$ cat src/rtl/des_pkg.sv
// DES constant tables, key schedules, FSM states and the
// bit-permutation helpers shared by the iterative core.
package des_pkg;

  typedef enum logic [1:0] {
    IDLE,
    RUN,
    DONE
  } des_state_e;

  localparam int IP_T [64] = '{
    58, 50, 42, 34, 26, 18, 10, 2,
    60, 52, 44, 36, 28, 20, 12, 4,
    62, 54, 46, 38, 30, 22, 14, 6,
    64, 56, 48, 40, 32, 24, 16, 8,
    57, 49, 41, 33, 25, 17,  9, 1,
    59, 51, 43, 35, 27, 19, 11, 3,
    61, 53, 45, 37, 29, 21, 13, 5,
    63, 55, 47, 39, 31, 23, 15, 7
  };

  localparam int FP_T [64] = '{
    40, 8, 48, 16, 56, 24, 64, 32,
    39, 7, 47, 15, 55, 23, 63, 31,
    38, 6, 46, 14, 54, 22, 62, 30,
    37, 5, 45, 13, 53, 21, 61, 29,
    36, 4, 44, 12, 52, 20, 60, 28,
    35, 3, 43, 11, 51, 19, 59, 27,
    34, 2, 42, 10, 50, 18, 58, 26,
    33, 1, 41,  9, 49, 17, 57, 25
  };

  localparam int E_T [48] = '{
    32,  1,  2,  3,  4,  5,
     4,  5,  6,  7,  8,  9,
     8,  9, 10, 11, 12, 13,
    12, 13, 14, 15, 16, 17,
    16, 17, 18, 19, 20, 21,
    20, 21, 22, 23, 24, 25,
    24, 25, 26, 27, 28, 29,
    28, 29, 30, 31, 32,  1
  };

  localparam int P_T [32] = '{
    16,  7, 20, 21, 29, 12, 28, 17,
     1, 15, 23, 26,  5, 18, 31, 10,
     2,  8, 24, 14, 32, 27,  3,  9,
    19, 13, 30,  6, 22, 11,  4, 25
  };

  localparam int PC1_T [56] = '{
    57, 49, 41, 33, 25, 17,  9,
     1, 58, 50, 42, 34, 26, 18,
    10,  2, 59, 51, 43, 35, 27,
    19, 11,  3, 60, 52, 44, 36,
    63, 55, 47, 39, 31, 23, 15,
     7, 62, 54, 46, 38, 30, 22,
    14,  6, 61, 53, 45, 37, 29,
    21, 13,  5, 28, 20, 12,  4
  };

  localparam int PC2_T [48] = '{
    14, 17, 11, 24,  1,  5,
     3, 28, 15,  6, 21, 10,
    23, 19, 12,  4, 26,  8,
    16,  7, 27, 20, 13,  2,
    41, 52, 31, 37, 47, 55,
    30, 40, 51, 45, 33, 48,
    44, 49, 39, 56, 34, 53,
    46, 42, 50, 36, 29, 32
  };

  localparam int SBOX [8][64] = '{
    '{14, 4,13, 1, 2,15,11, 8, 3,10, 6,12, 5, 9, 0, 7,
       0,15, 7, 4,14, 2,13, 1,10, 6,12,11, 9, 5, 3, 8,
       4, 1,14, 8,13, 6, 2,11,15,12, 9, 7, 3,10, 5, 0,
      15,12, 8, 2, 4, 9, 1, 7, 5,11, 3,14,10, 0, 6,13},
    '{15, 1, 8,14, 6,11, 3, 4, 9, 7, 2,13,12, 0, 5,10,
       3,13, 4, 7,15, 2, 8,14,12, 0, 1,10, 6, 9,11, 5,
       0,14, 7,11,10, 4,13, 1, 5, 8,12, 6, 9, 3, 2,15,
      13, 8,10, 1, 3,15, 4, 2,11, 6, 7,12, 0, 5,14, 9},
    '{10, 0, 9,14, 6, 3,15, 5, 1,13,12, 7,11, 4, 2, 8,
      13, 7, 0, 9, 3, 4, 6,10, 2, 8, 5,14,12,11,15, 1,
      13, 6, 4, 9, 8,15, 3, 0,11, 1, 2,12, 5,10,14, 7,
       1,10,13, 0, 6, 9, 8, 7, 4,15,14, 3,11, 5, 2,12},
    '{ 7,13,14, 3, 0, 6, 9,10, 1, 2, 8, 5,11,12, 4,15,
      13, 8,11, 5, 6,15, 0, 3, 4, 7, 2,12, 1,10,14, 9,
      10, 6, 9, 0,12,11, 7,13,15, 1, 3,14, 5, 2, 8, 4,
       3,15, 0, 6,10, 1,13, 8, 9, 4, 5,11,12, 7, 2,14},
    '{ 2,12, 4, 1, 7,10,11, 6, 8, 5, 3,15,13, 0,14, 9,
      14,11, 2,12, 4, 7,13, 1, 5, 0,15,10, 3, 9, 8, 6,
       4, 2, 1,11,10,13, 7, 8,15, 9,12, 5, 6, 3, 0,14,
      11, 8,12, 7, 1,14, 2,13, 6,15, 0, 9,10, 4, 5, 3},
    '{12, 1,10,15, 9, 2, 6, 8, 0,13, 3, 4,14, 7, 5,11,
      10,15, 4, 2, 7,12, 9, 5, 6, 1,13,14, 0,11, 3, 8,
       9,14,15, 5, 2, 8,12, 3, 7, 0, 4,10, 1,13,11, 6,
       4, 3, 2,12, 9, 5,15,10,11,14, 1, 7, 6, 0, 8,13},
    '{ 4,11, 2,14,15, 0, 8,13, 3,12, 9, 7, 5,10, 6, 1,
      13, 0,11, 7, 4, 9, 1,10,14, 3, 5,12, 2,15, 8, 6,
       1, 4,11,13,12, 3, 7,14,10,15, 6, 8, 0, 5, 9, 2,
       6,11,13, 8, 1, 4,10, 7, 9, 5, 0,15,14, 2, 3,12},
    '{13, 2, 8, 4, 6,15,11, 1,10, 9, 3,14, 5, 0,12, 7,
       1,15,13, 8,10, 3, 7, 4,12, 5, 6,11, 0,14, 9, 2,
       7,11, 4, 1, 9,12,14, 2, 0, 6,10,13,15, 3, 5, 8,
       2, 1,14, 7, 4,10, 8,13,15,12, 9, 0, 3, 5, 6,11}
  };

  localparam int SHIFT_ENC [16] = '{
    1, 1, 2, 2, 2, 2, 2, 2, 1, 2, 2, 2, 2, 2, 2, 1
  };

  localparam int SHIFT_DEC [16] = '{
    0, 1, 2, 2, 2, 2, 2, 2, 1, 2, 2, 2, 2, 2, 2, 1
  };

  function automatic logic [63:0] perm_ip(input logic [63:0] x);
    logic [63:0] y;
    y = '0;
    for (int i = 0; i < 64; i++)
      y[6'(63 - i)] = x[6'(64 - IP_T[6'(i)])];
    return y;
  endfunction

  function automatic logic [63:0] perm_fp(input logic [63:0] x);
    logic [63:0] y;
    y = '0;
    for (int i = 0; i < 64; i++)
      y[6'(63 - i)] = x[6'(64 - FP_T[6'(i)])];
    return y;
  endfunction

  function automatic logic [47:0] perm_e(input logic [31:0] x);
    logic [47:0] y;
    y = '0;
    for (int i = 0; i < 48; i++)
      y[6'(47 - i)] = x[5'(32 - E_T[6'(i)])];
    return y;
  endfunction

  function automatic logic [31:0] perm_p(input logic [31:0] x);
    logic [31:0] y;
    y = '0;
    for (int i = 0; i < 32; i++)
      y[5'(31 - i)] = x[5'(32 - P_T[5'(i)])];
    return y;
  endfunction

  function automatic logic [55:0] perm_pc1(input logic [63:0] x);
    logic [55:0] y;
    y = '0;
    for (int i = 0; i < 56; i++)
      y[6'(55 - i)] = x[6'(64 - PC1_T[6'(i)])];
    return y;
  endfunction

  function automatic logic [47:0] perm_pc2(input logic [55:0] x);
    logic [47:0] y;
    y = '0;
    for (int i = 0; i < 48; i++)
      y[6'(47 - i)] = x[6'(56 - PC2_T[6'(i)])];
    return y;
  endfunction

  function automatic logic [3:0] sbox(
    input logic [2:0] s,
    input logic [5:0] b
  );
    return 4'(SBOX[s][{b[5], b[0], b[4:1]}]);
  endfunction

  function automatic logic [27:0] rot28(
    input logic [27:0] x,
    input logic [1:0]  n,
    input logic        right
  );
    logic [27:0] y;
    y = x;
    unique case (1'b1)
      (n == 2'd1 && !right): y = {x[26:0], x[27]};
      (n == 2'd2 && !right): y = {x[25:0], x[27:26]};
      (n == 2'd1 && right):  y = {x[0], x[27:1]};
      (n == 2'd2 && right):  y = {x[1:0], x[27:2]};
      default:               y = x;
    endcase
    return y;
  endfunction

endpackage

$ cat src/rtl/des_round.sv
// One Feistel round including the C/D rotation
// that produces this round's subkey.
module des_round
  import des_pkg::*;
(
  input  logic [31:0] i_l,
  input  logic [31:0] i_r,
  input  logic [27:0] i_c,
  input  logic [27:0] i_d,
  input  logic [3:0]  i_idx,
  input  logic        i_dec,
  output logic [31:0] o_l,
  output logic [31:0] o_r,
  output logic [27:0] o_c,
  output logic [27:0] o_d
);

  logic [1:0]  w_sh;
  logic [27:0] w_c;
  logic [27:0] w_d;
  logic [47:0] w_k;
  logic [31:0] w_f;

  // decrypt walks the schedule backwards by rotating right
  always_comb begin
    w_sh = i_dec ? 2'(SHIFT_DEC[i_idx])
                 : 2'(SHIFT_ENC[i_idx]);
    w_c  = rot28(i_c, w_sh, i_dec);
    w_d  = rot28(i_d, w_sh, i_dec);
    w_k  = perm_pc2({w_c, w_d});
  end

  f_function u_f (
    .i_r (i_r),
    .i_k (w_k),
    .o_f (w_f)
  );

  assign o_l = i_r;
  assign o_r = i_l ^ w_f;
  assign o_c = w_c;
  assign o_d = w_d;

endmodule

$ cat src/rtl/f_function.sv
// DES f: expand R, mix in the subkey,
// squeeze through the S-boxes, then permute.
module f_function
  import des_pkg::*;
(
  input  logic [31:0] i_r,
  input  logic [47:0] i_k,
  output logic [31:0] o_f
);

  logic [47:0] w_x;
  logic [31:0] w_s;

  // expansion + key mix, then eight 6->4 substitutions
  always_comb begin
    w_x = perm_e(i_r) ^ i_k;
    w_s = '0;
    for (int s = 0; s < 8; s++)
      w_s[5'(31 - 4 * s) -: 4] =
        sbox(3'(s), w_x[6'(47 - 6 * s) -: 6]);
  end

  assign o_f = perm_p(w_s);

endmodule

$ cat src/rtl/des_iter_core.sv
// Iterative DES engine: UNROLL rounds per clock,
// valid/ready on both request and result sides.
module des_iter_core
  import des_pkg::*;
#(
  parameter int UNROLL = 1
) (
  input  logic        clk,
  input  logic        rst_n,
  input  logic        in_valid,
  output logic        in_ready,
  input  logic        decrypt,
  input  logic [63:0] key_in,
  input  logic [63:0] data_in,
  output logic        out_valid,
  input  logic        out_ready,
  output logic [63:0] data_out,
  output logic        busy
);

  localparam int CW = $clog2(17);

  generate
    if (!(UNROLL == 1 || UNROLL == 2 || UNROLL == 4 ||
          UNROLL == 8 || UNROLL == 16)) begin : g_bad
      $error("UNROLL must be 1, 2, 4, 8 or 16");
    end
  endgenerate

  des_state_e    r_state;
  logic [CW-1:0] r_cnt;
  logic [31:0]   r_l;
  logic [31:0]   r_r;
  logic [27:0]   r_c;
  logic [27:0]   r_d;
  logic          r_dec;
  logic [63:0]   r_dout;
  logic          r_ov;
  logic          r_ir;
  logic          r_busy;

  logic [31:0] w_l   [UNROLL+1];
  logic [31:0] w_r   [UNROLL+1];
  logic [27:0] w_c   [UNROLL+1];
  logic [27:0] w_d   [UNROLL+1];
  logic [3:0]  w_idx [UNROLL];
  logic [63:0] w_ip;
  logic [55:0] w_pc1;
  logic [63:0] w_fp;
  logic        w_last;

  assign w_l[0] = r_l;
  assign w_r[0] = r_r;
  assign w_c[0] = r_c;
  assign w_d[0] = r_d;

  genvar j;
  generate
    for (j = 0; j < UNROLL; j++) begin : g_rnd
      assign w_idx[j] = r_cnt[3:0] + 4'(j);
      des_round u_round (
        .i_l   (w_l[j]),
        .i_r   (w_r[j]),
        .i_c   (w_c[j]),
        .i_d   (w_d[j]),
        .i_idx (w_idx[j]),
        .i_dec (r_dec),
        .o_l   (w_l[j+1]),
        .o_r   (w_r[j+1]),
        .o_c   (w_c[j+1]),
        .o_d   (w_d[j+1])
      );
    end
  endgenerate

  assign w_ip   = perm_ip(data_in);
  assign w_pc1  = perm_pc1(key_in);
  assign w_fp   = perm_fp({w_r[UNROLL], w_l[UNROLL]});
  assign w_last = (r_cnt == CW'(16 - UNROLL));

  // request/run/result sequencing with registered handshakes
  always_ff @(posedge clk or negedge rst_n) begin
    if (!rst_n) begin
      r_state <= IDLE;
      r_cnt   <= '0;
      r_l     <= '0;
      r_r     <= '0;
      r_c     <= '0;
      r_d     <= '0;
      r_dec   <= 1'b0;
      r_dout  <= '0;
      r_ov    <= 1'b0;
      r_ir    <= 1'b1;
      r_busy  <= 1'b0;
    end else begin
      unique case (r_state)
        IDLE: begin
          if (in_valid) begin
            r_l     <= w_ip[63:32];
            r_r     <= w_ip[31:0];
            r_c     <= w_pc1[55:28];
            r_d     <= w_pc1[27:0];
            r_dec   <= decrypt;
            r_cnt   <= '0;
            r_ir    <= 1'b0;
            r_busy  <= 1'b1;
            r_state <= RUN;
          end
        end
        RUN: begin
          r_l   <= w_l[UNROLL];
          r_r   <= w_r[UNROLL];
          r_c   <= w_c[UNROLL];
          r_d   <= w_d[UNROLL];
          r_cnt <= r_cnt + CW'(UNROLL);
          if (w_last) begin
            r_dout  <= w_fp;
            r_ov    <= 1'b1;
            r_state <= DONE;
          end
        end
        DONE: begin
          if (out_ready) begin
            r_ov    <= 1'b0;
            r_ir    <= 1'b1;
            r_busy  <= 1'b0;
            r_state <= IDLE;
          end
        end
        default: begin
          r_state <= IDLE;
          r_ir    <= 1'b1;
          r_busy  <= 1'b0;
          r_ov    <= 1'b0;
        end
      endcase
    end
  end

  assign in_ready  = r_ir;
  assign out_valid = r_ov;
  assign data_out  = r_dout;
  assign busy      = r_busy;

endmodule
$ cat config.mk
export PLATFORM = sky130hd
export DESIGN_NAME = des_iter_core
export DESIGN_NICKNAME = d
export VERILOG_FILES = /design/src/rtl/des_pkg.sv /design/src/rtl/des_round.sv /design/src/rtl/f_function.sv /design/src/rtl/des_iter_core.sv
export SDC_FILE = /design/constraint.sdc
export NUM_CORES = 1
export LEC_CHECK = 0
export BUFFER_PORTS_ARGS = -buffer_cell sky130_fd_sc_hd__buf_4
export CORE_AREA = 2 2 76 78
export CTS_CLUSTER_SIZE = 25
export DETAILED_ROUTE_END_ITERATION = 8
export DIE_AREA = 0 0 78 80
export GPL_ROUTABILITY_DRIVEN = 0
export PLACE_DENSITY = 0.61
export SETUP_SLACK_MARGIN = 0.4
export SLEW_MARGIN = 30
export SYNTH_ARGS = -nofsm -noshare
export SYNTH_HDL_FRONTEND = slang
export SYNTH_SLANG_ARGS = --single-unit
$ cat constraint.sdc
create_clock -name clk -period 2.5 [get_ports clk]
set_input_delay 0.5 -clock clk [delete_from_list [all_inputs] [get_ports clk]]
set_output_delay 0.5 -clock clk [all_outputs]
set_load 0.005 [all_outputs]
==> flow_metrics.py, run 1 <==
metrics = {
    "run": {
        "cap_viol_max_count": 0,
    },
    "timing": {
        "period_minus_slack_ns": 1.39,
        "hold_viol_final": 0,
        "final_max_slew_viol_count": 0,
        "finalCritPeriodShare": 0.556,
        "finalSetupViolCount": 0,
        "max_clock_freq_ghz": 0.720,
        "finClkSkew_ns": 0.00496,
        "rsz0062_at_grt": "no",
        "fin_tns_setup_ns": 0,
    },
    "route": {
        "viasPerCell": 2.75,
        "ant_nets": 0,
        "wl_met2_um": 562,
        "routed.top_layer": "met4",
        "met3_wirelength_um": 194,
        "num_vias": 526,
        "drt-initial-drc-count": 24,
        "drc": 0,
        "drt-total-wl_mm": 1.20,
        "dr.pass1.iters": 2,
        "post_drt_wl_per_cell_um": 6.26,
        "wl_met1_um": 404,
    },
    "layout": {
        "drive_gt1_frac": 0.118,
        "multi_input_area_um2": 453,
        "final_cell_mix": "64 x conb_1, 9 x nand2_1, 9 x dfrtp_1",
        "final_area_um2": 896,
        "final_common_cell": "conb_1",
        "regArea_um2": 251,
        "fin_nets": 255,
        "fillers": 621,
        "syn2layout_area_growth_pct": -7.73,
        "diodes": 0,
    },
    "logic_synthesis": {
        "synthCells": 111,
        "syn_area_um2": 971,
        "ys_seq_elements": 10,
        "ys_warn_count": 0,
        "synth_cell_types": 19,
        "ys_seq_area_frac": 0.259,
        "avgSynthCellArea_um2": 8.75,
    },
    "clocking": {
        "ctsHoldBuffers": 0,
        "numCtsBuffers": 3,
        "cts-resized-gates": 0,
        "clock-sinks": 10,
        "cts_max_level": 1,
        "clkTransAtPathRegs_ns": 0.05,
        "cts_setup_buffers": 0,
        "cts_tree": "built",
        "cts_root_buffer": "clkbuf_8",
        "clk_latency_ns": 0.24,
        "clk_path_buf_depth": 2,
    },
    "global_route": {
        "overflow": 0,
        "antenna_found_initial": 0,
        "grt_pass1_wl_mm": 1.76,
        "grt_max_degree": 11,
        "grtUsageTotal": 0.0401,
        "grt_pass1_vias": 400,
    },
    "die": {
        "initial_utilization": 0.180,
        "fp.dieH_um": 80,
        "core_mm2": 0.00541,
        "pin_count": 200,
        "die_w_um": 78,
        "fp-row-count": 27,
        "die_area_mm2": 0.00624,
    },
    "worst_setup_path": {
        "cp_max_fo": 4,
        "cp.arrival_ns": 1.49,
        "worst-setup-path-type": "reg -> reg",
        "critPathRequiredTime_ns": 2.60,
        "startpoint_type": "flip-flop",
        "endpoint_kind": "flip-flop",
    },
    "outcome": {
        "status": "completed",
    },
    "pwr": {
        "cellPowerDensity_mw_per_mm2": 846,
        "ir_drop_mv": 0.209,
        "power_leakage_nw": 0.467,
    },
    "placed_design": {
        "place.detailed.hpwl_um": 977,
        "dpl_cell_area_um2": 851,
        "io_buffer_count": 6,
    },
    "worst_hold_path": {
        "hold_class": "in -> async",
    },
}
==> metal layers <==
layer	vias up	GRT usage
met1	238	0.0368
met3	5	0.0317
li1	240	-
met5	-	0
met2	43	0.0586
met4	0	0.0316
==> sequential cells by signal, indices dropped and copies added, names as in the netlist <==
name / flops
r_cnt: 5
r_state: 2
busy: 1
in_ready: 1
out_valid: 1
==> cells by family after synthesis <==
| group | count (synthesis) | synth area share |
|---|---|---|
| flops | 10 | 0.259 |
| mux | 1 | 0.0103 |
| compound gates | 14 | 0.110 |
| buf+inv | 68 | 0.518 |
| other cells | 1 | 0.00386 |
| fa+ha+maj | 2 | 0.0258 |
| simple gates | 15 | 0.0735 |
==> metrics by stage <==
step | utilization | setup slack (ns) | cells | total power, mW | hold WS (ns)
finish | 0.166 | 1.11 | 191 | 0.758 | 0.0826
CTS | 0.166 | 1.09 | 191 | 0.772 | 0.0854
global placement | 0.157 | 1.13 | 187 | 0.580 | 0.337
global route | 0.166 | 0.994 | 191 | 0.836 | 0.0818
detailed placement | 0.157 | 1.12 | 187 | 0.589 | 0.341
floorplan | - | 1.21 | 174 | 0.592 | 0.204
==> power by group <==
part           internal (mW)  switching (mW)
Sequential             0.240          0.0821
Combinational          0.128           0.134
Clock                  0.112          0.0631
==> worst max-delay path: stages (launching register included) <==
cell and delay (ns):
dfrtp_1 0.40, ha_1 0.24, and3_1 0.20, ha_1 0.20, a21oi_1 0.14, o21ai_0 0.09
==> final timing paths <==
kind / startpoint / endpoint / slack [ns] / depth (start not counted)
worst min register to register: r_cnt[4] / r_cnt[4] / 0.49 / 2
worst max-delay path: r_cnt[0] / out_valid / 1.11 / 5
max in group asynchronous: rst_n / in_ready / 2.19 / 1
min in group clk: r_cnt[4] / r_cnt[4] / 0.49 / 2
worst min-delay path: rst_n / r_state[0] / 0.08 / 1
worst max register to register: r_cnt[0] / out_valid / 1.11 / 5
==> synthesized netlist by cell type <==
cell type / number / area (um2)
buf_4: 64 / 480
dfrtp_1: 9 / 225
nand2_1: 9 / 33.8
o21ai_0: 7 / 35.0
a21oi_1: 3 / 15.0
inv_1: 3 / 11.3
ha_1: 2 / 25.0
nand3_1: 2 / 10.0
nor2_1: 2 / 7.51
a21boi_2: 1 / 11.3
and3_1: 1 / 6.26
buf_6: 1 / 11.3
conb_1: 1 / 3.75
dfstp_2: 1 / 26.3
mux2i_1: 1 / 10.0
nand2b_4: 1 / 13.8
o21bai_4: 1 / 18.8
o311ai_2: 1 / 16.3
o32a_1: 1 / 10.0
==> area by class of cell <==
class | instances | area share
Multi-Input combinational cell | 96 | 0.506
Sequential cell | 10 | 0.281
Tap cell | 72 | 0.101
Clock buffer | 4 | 0.0503
Timing Repair Buffer | 6 | 0.0503
Inverter | 3 | 0.0126
Power figures use the tool's default switching activity.
==> inputs of run 2 (changes only) <==
Settings changed: CORE_AREA 2 2 76 78 to 2 2 78 80, DIE_AREA 0 0 78 80 to 0 0 80 82.
Clock period 2.5 ns to 1.2 ns, I/O delays scaled along.
==> flow_metrics.py, run 2 (synthesis gave the netlist of run 1 again) <==
metrics = {
    "layout": {
        "reg.largest.list": "r_cnt: 5 flops, r_state: 2 flops",
        "top_register": "r_cnt",
        "final_cell_mix": "64 x conb_1, 13 x buf_4, 8 x nand2_1",
        "final_util": 0.189,
        "final_common_cell": "conb_1",
        "diodes": 0,
        "largest_register_ffs": 5,
        "stdcell_count": 208,
        "drive_gt1_frac": 0.286,
        "final_area_mm2": 0.00108,
        "fin_nets": 269,
        "syn2layout_area_growth_pct": 11.6,
    },
    "timing": {
        "finalWorstSetupSlack_ns": 0.00849,
        "hold_viol_final": 0,
        "period_minus_slack_ns": 1.19,
        "finalCritPeriodShare": 0.993,
        "finClkSkew_ns": 0.00277,
        "finalSetupViolCount": 0,
        "max_clock_freq_ghz": 0.839,
        "rsz0062_at_grt": "yes",
        "final_max_slew_viol_count": 0,
        "fin_tns_setup_ns": 0,
    },
    "placed_design": {
        "io_buffer_count": 6,
        "dp.cells": 194,
        "place.detailed.hpwl_mm": 1.07,
        "dpl_cell_area_um2": 911,
        "place_ws_ns": 0.00495,
    },
    "route": {
        "viasPerCell": 2.79,
        "ant_nets": 0,
        "post_drt_wl_per_cell_um": 7.06,
        "dr.pass1.iters": 4,
        "drt-total-wl_mm": 1.47,
        "drt-initial-drc-count": 32,
        "drc": 0,
        "num_vias": 580,
    },
    "worst_setup_path": {
        "reg2reg_from": "r_cnt[1]",
        "crit_path_max_incr_delay_ns": 0.38,
        "crit_buf_inv": 0,
        "critPathRequiredTime_ns": 1.33,
        "crit_family": "flip-flops",
        "r2r_cells": 5,
        "startpoint_type": "flip-flop",
        "cp_max_fo": 3,
        "cp.arrival_ns": 1.32,
        "worstPathCellList": "ha_2, and3_4, ha_4, a21oi_2, o21ai_1",
        "worst-setup-path-type": "reg -> reg",
        "cp_slowest_cell": "dfrtp_1",
        "endpoint_kind": "flip-flop",
        "crit_start": "r_cnt[1]",
        "cp.depth": 5,
    },
    "global_route": {
        "grtUsageTotal": 0.0436,
        "grt_pass1_wl_mm": 2.06,
        "grt_pass1_vias": 461,
        "grt_max_degree": 11,
        "overflow": 0,
        "antenna_found_initial": 0,
    },
    "die": {
        "die_w_um": 80,
        "die_area_mm2": 0.00656,
        "core_mm2": 0.00575,
        "fp.dieH_um": 82,
        "pin_count": 200,
        "initial_utilization": 0.169,
        "fp-row-count": 28,
    },
    "outcome": {
        "status": "completed",
    },
    "worst_hold_path": {
        "holdPathStages": 4,
        "hp-start": "out_ready",
        "hold_class": "in -> reg",
    },
    "clocking": {
        "clk_latency_ns": 0.24,
        "numCtsBuffers": 3,
        "clkTransAtPathRegs_ns": 0.05,
        "cts_tree": "built",
        "clk_path_buf_depth": 2,
        "cts_root_buffer": "clkbuf_8",
        "clock-sinks": 10,
        "cts_max_level": 1,
    },
    "pwr": {
        "ir_drop_mv": 0.550,
        "power_leakage_nw": 0.545,
        "cellPowerDensity_mw_per_mm2": 1960,
    },
    "run": {
        "cap_viol_max_count": 0,
    },
}
[run 2: cell types whose count changed in the layout (fill, tap and decap cells not counted), sizes merged]
cell / previous run / this run
buf: 6 / 19
dlygate4sd3: 0 / 1
[run 2: path summary, 6_finish.rpt]
kind | to | slack [ns]
worst max-delay path | out_valid | 0.008
worst min-delay path | r_state[1] | 0.27
worst max register to register | out_valid | 0.008
worst min register to register | r_cnt[4] | 0.49
max in group asynchronous | in_ready | 0.61
min in group asynchronous | r_cnt[3] | 0.37
[run 2: layer usage]
layer | track usage | part of all wire | up-vias
met3 | 0.0396 | 0.17 | 0
met5 | 0 | 0 | -
met4 | 0.0153 | 0 | 0
met1 | 0.0389 | 0.34 | 268
li1 | - | - | 269
met2 | 0.0708 | 0.49 | 43
[run 2: what timing repair did]
action / CTS / global route
endpoints found under the hold margin: 9 / 0
setup buffers: 7 / 2
pin swaps: 4 / 6
hold buffers: 1 / 0
gates resized for setup: 9 / 6
endpoints found under the setup margin: 13 / 13
[run 2: layout make-up]
type | count | area [um2]
timing repair buffer | 20 | 169
multi-input combinational | 96 | 500
inverter | 3 | 11.3
sequential | 10 | 254
tap | 75 | 93.8
fill | 669 | 4660
clock buffer | 4 | 55.1
[run 2: power breakdown]
group / internal, mW / switching [mW]
combinational: 0.576 / 0.462
clock: 0.289 / 0.139
sequential: 0.504 / 0.158
total: 1.37 / 0.758
[run 2: worst min-delay path: cells and delay by family]
| family | cells | cell delay [ns] |
|---|---|---|
| buffers and inverters | 1 | 0.10 |
| and+or+nand+nor | 2 | 0.09 |
| AOI/OAI and AO/OA | 1 | 0.05 |
[run 2: per-stage QoR]
| stage | power, mW | hold WS, ns |
|---|---|---|
| floorplan | 1.30 | -0.0556 |
| global placement | 1.38 | 0.0774 |
| detailed placement | 1.40 | 0.0828 |
| CTS | 2.01 | 0.266 |
| global route | 2.30 | 0.277 |
| finish | 2.13 | 0.270 |
==> inputs of run 3 (changes only) <==
Settings changed: CORE_AREA 2 2 78 80 to 2 2 77 79, CTS_BUF_LIST set to sky130_fd_sc_hd__clkbuf_4, DIE_AREA 0 0 80 82 to 0 0 79 81, PLACE_DENSITY 0.61 to 0.62.
==> flow_metrics.py, run 3 (synthesis gave the netlist of run 1 again) <==
metrics = {
    "outcome": {
        "status": "completed",
    },
    "die": {
        "pin_count": 200,
        "fp.dieH_um": 81,
        "die_w_um": 79,
        "die_area_mm2": 0.00640,
        "fp-row-count": 28,
        "initial_utilization": 0.171,
        "core_mm2": 0.00568,
    },
    "global_route": {
        "grt_max_degree": 11,
        "grtUsageTotal": 0.0453,
        "antenna_found_initial": 0,
        "grt_pass1_vias": 464,
        "grt_pass1_wl_mm": 2.13,
        "overflow": 0,
    },
    "worst_setup_path": {
        "startpoint_type": "flip-flop",
        "worst-setup-path-type": "reg -> reg",
        "worstPathCellList": "ha_2, and3_4, ha_4, a21oi_2, o21ai_1",
        "crit_buf_inv": 0,
        "reg2reg_from": "r_cnt[1]",
        "crit_start": "r_cnt[1]",
        "cp_max_fo": 3,
        "cp.arrival_ns": 1.35,
        "critPathRequiredTime_ns": 1.36,
        "crit_path_max_incr_delay_ns": 0.38,
        "endpoint_kind": "flip-flop",
        "cp_slowest_cell": "dfrtp_1",
        "crit_family": "flip-flops",
    },
    "worst_hold_path": {
        "hold_class": "in -> reg",
        "hp-start": "out_ready",
    },
    "route": {
        "wl_met2_um": 669,
        "drt-initial-drc-count": 22,
        "dr.pass1.iters": 2,
        "post_drt_wl_per_cell_um": 6.74,
        "viasPerCell": 2.71,
        "met3_wirelength_um": 185,
        "wl_met1_um": 523,
        "drc": 0,
        "drt-total-wl_mm": 1.38,
        "ant_nets": 0,
        "routed.top_layer": "met4",
        "num_vias": 555,
    },
    "timing": {
        "finalWorstSetupSlack_ns": 0.000958,
        "final_max_slew_viol_count": 0,
        "finClkSkew_ns": 0.00706,
        "hold_viol_final": 0,
        "finalSetupViolCount": 0,
        "finalCritPeriodShare": 0.999,
        "rsz0062_at_grt": "yes",
        "max_clock_freq_ghz": 0.834,
        "fin_tns_setup_ns": 0,
        "holdWs_ns": 0.272,
        "period_minus_slack_ns": 1.20,
    },
    "pwr": {
        "p_total_mw": 1.91,
        "cellPowerDensity_mw_per_mm2": 1830,
        "clock_power_share": 0.121,
        "power_frac_comb": 0.547,
        "p_switching_mw": 0.710,
        "pwr-share-seq": 0.332,
        "swShare": 0.372,
        "ir_drop_mv": 0.493,
        "power_leakage_nw": 0.519,
        "internal-power_mw": 1.20,
    },
    "placed_design": {
        "io_buffer_count": 6,
        "dpl_cell_area_um2": 903,
        "place_ws_ns": -0.0121,
        "place.detailed.hpwl_mm": 1.04,
        "dp.cells": 193,
    },
    "clocking": {
        "clk_latency_ns": 0.26,
        "numCtsBuffers": 3,
        "cts_max_level": 1,
        "cts_root_buffer": "clkbuf_4",
        "clk_path_buf_depth": 2,
        "clock-sinks": 10,
        "cts_tree": "built",
        "clkTransAtPathRegs_ns": 0.07,
    },
    "layout": {
        "final_cell_mix": "64 x conb_1, 9 x buf_4, 8 x nand2_1",
        "final_area_mm2": 0.00104,
        "diodes": 0,
        "reg.largest.list": "r_cnt: 5 flops, r_state: 2 flops",
        "final_common_cell": "conb_1",
        "final_util": 0.183,
        "largest_register_ffs": 5,
        "syn2layout_area_growth_pct": 7.09,
        "fin_nets": 266,
        "stdcell_count": 205,
        "drive_gt1_frac": 0.269,
        "top_register": "r_cnt",
    },
    "run": {
        "cap_viol_max_count": 0,
    },
}
## run 3: path summary, 6_finish.rpt
| path | endpoint | slack, ns | depth (start not counted) |
|---|---|---|---|
| max in group asynchronous | in_ready | 0.64 | 2 |
| worst min register to register | r_cnt[4] | 0.48 | 2 |
| worst max-delay path | out_valid | 0.001 | 5 |
| min in group asynchronous | r_cnt[2] | 0.35 | 2 |
| worst max register to register | out_valid | 0.001 | 5 |
| worst min-delay path | out_valid | 0.27 | 4 |
## run 3: repair_timing
| item | CTS | global route |
|---|---|---|
| endpoints found under the hold margin | 10 | 0 |
| setup endpoints to repair | 13 | 13 |
| hold buffers | 1 | 0 |
| buffers inserted | 7 | 0 |
| pin swaps | 4 | 4 |
| gates resized for setup | 10 | 3 |
| cloned | 0 | 0 |
## run 3: area by class of cell
| class | count | area [um2] |
|---|---|---|
| Sequential cell | 10 | 254 |
| Multi-Input combinational cell | 96 | 495 |
| Clock inverter | 1 | 3.75 |
| Inverter | 3 | 11.3 |
| Fill cell | 642 | 4640 |
| Timing Repair Buffer | 17 | 159 |
| Clock buffer | 3 | 22.5 |
| Tap cell | 75 | 93.8 |
## run 3: metal layers
layer | GRT usage | vias to the layer above
li1 | - | 265
met4 | 0.0103 | 0
met1 | 0.0458 | 246
met3 | 0.0311 | 2
met2 | 0.0771 | 42
met5 | 0 | -
## run 3: power by group through the flow
stage	clock, mW	combinational (mW)	sequential (mW)
6_report	0.230	1.04	0.633
5_1_grt	0.260	1.17	0.653
4_1_cts	0.244	1.02	0.619
3_5_place_dp	0	0.698	0.678
3_3_place_gp	0	0.675	0.670
2_1_floorplan	0	0.686	0.612
## run 3: worst register-to-register path: cells and delay by family (launching register included)
kind / cells / cell delay, ns
flip-flops: 1 / 0.38
adder cells (fa/ha/maj): 2 / 0.35
AND/OR/NAND/NOR: 1 / 0.19
AO/OA/AOI/OAI: 2 / 0.18
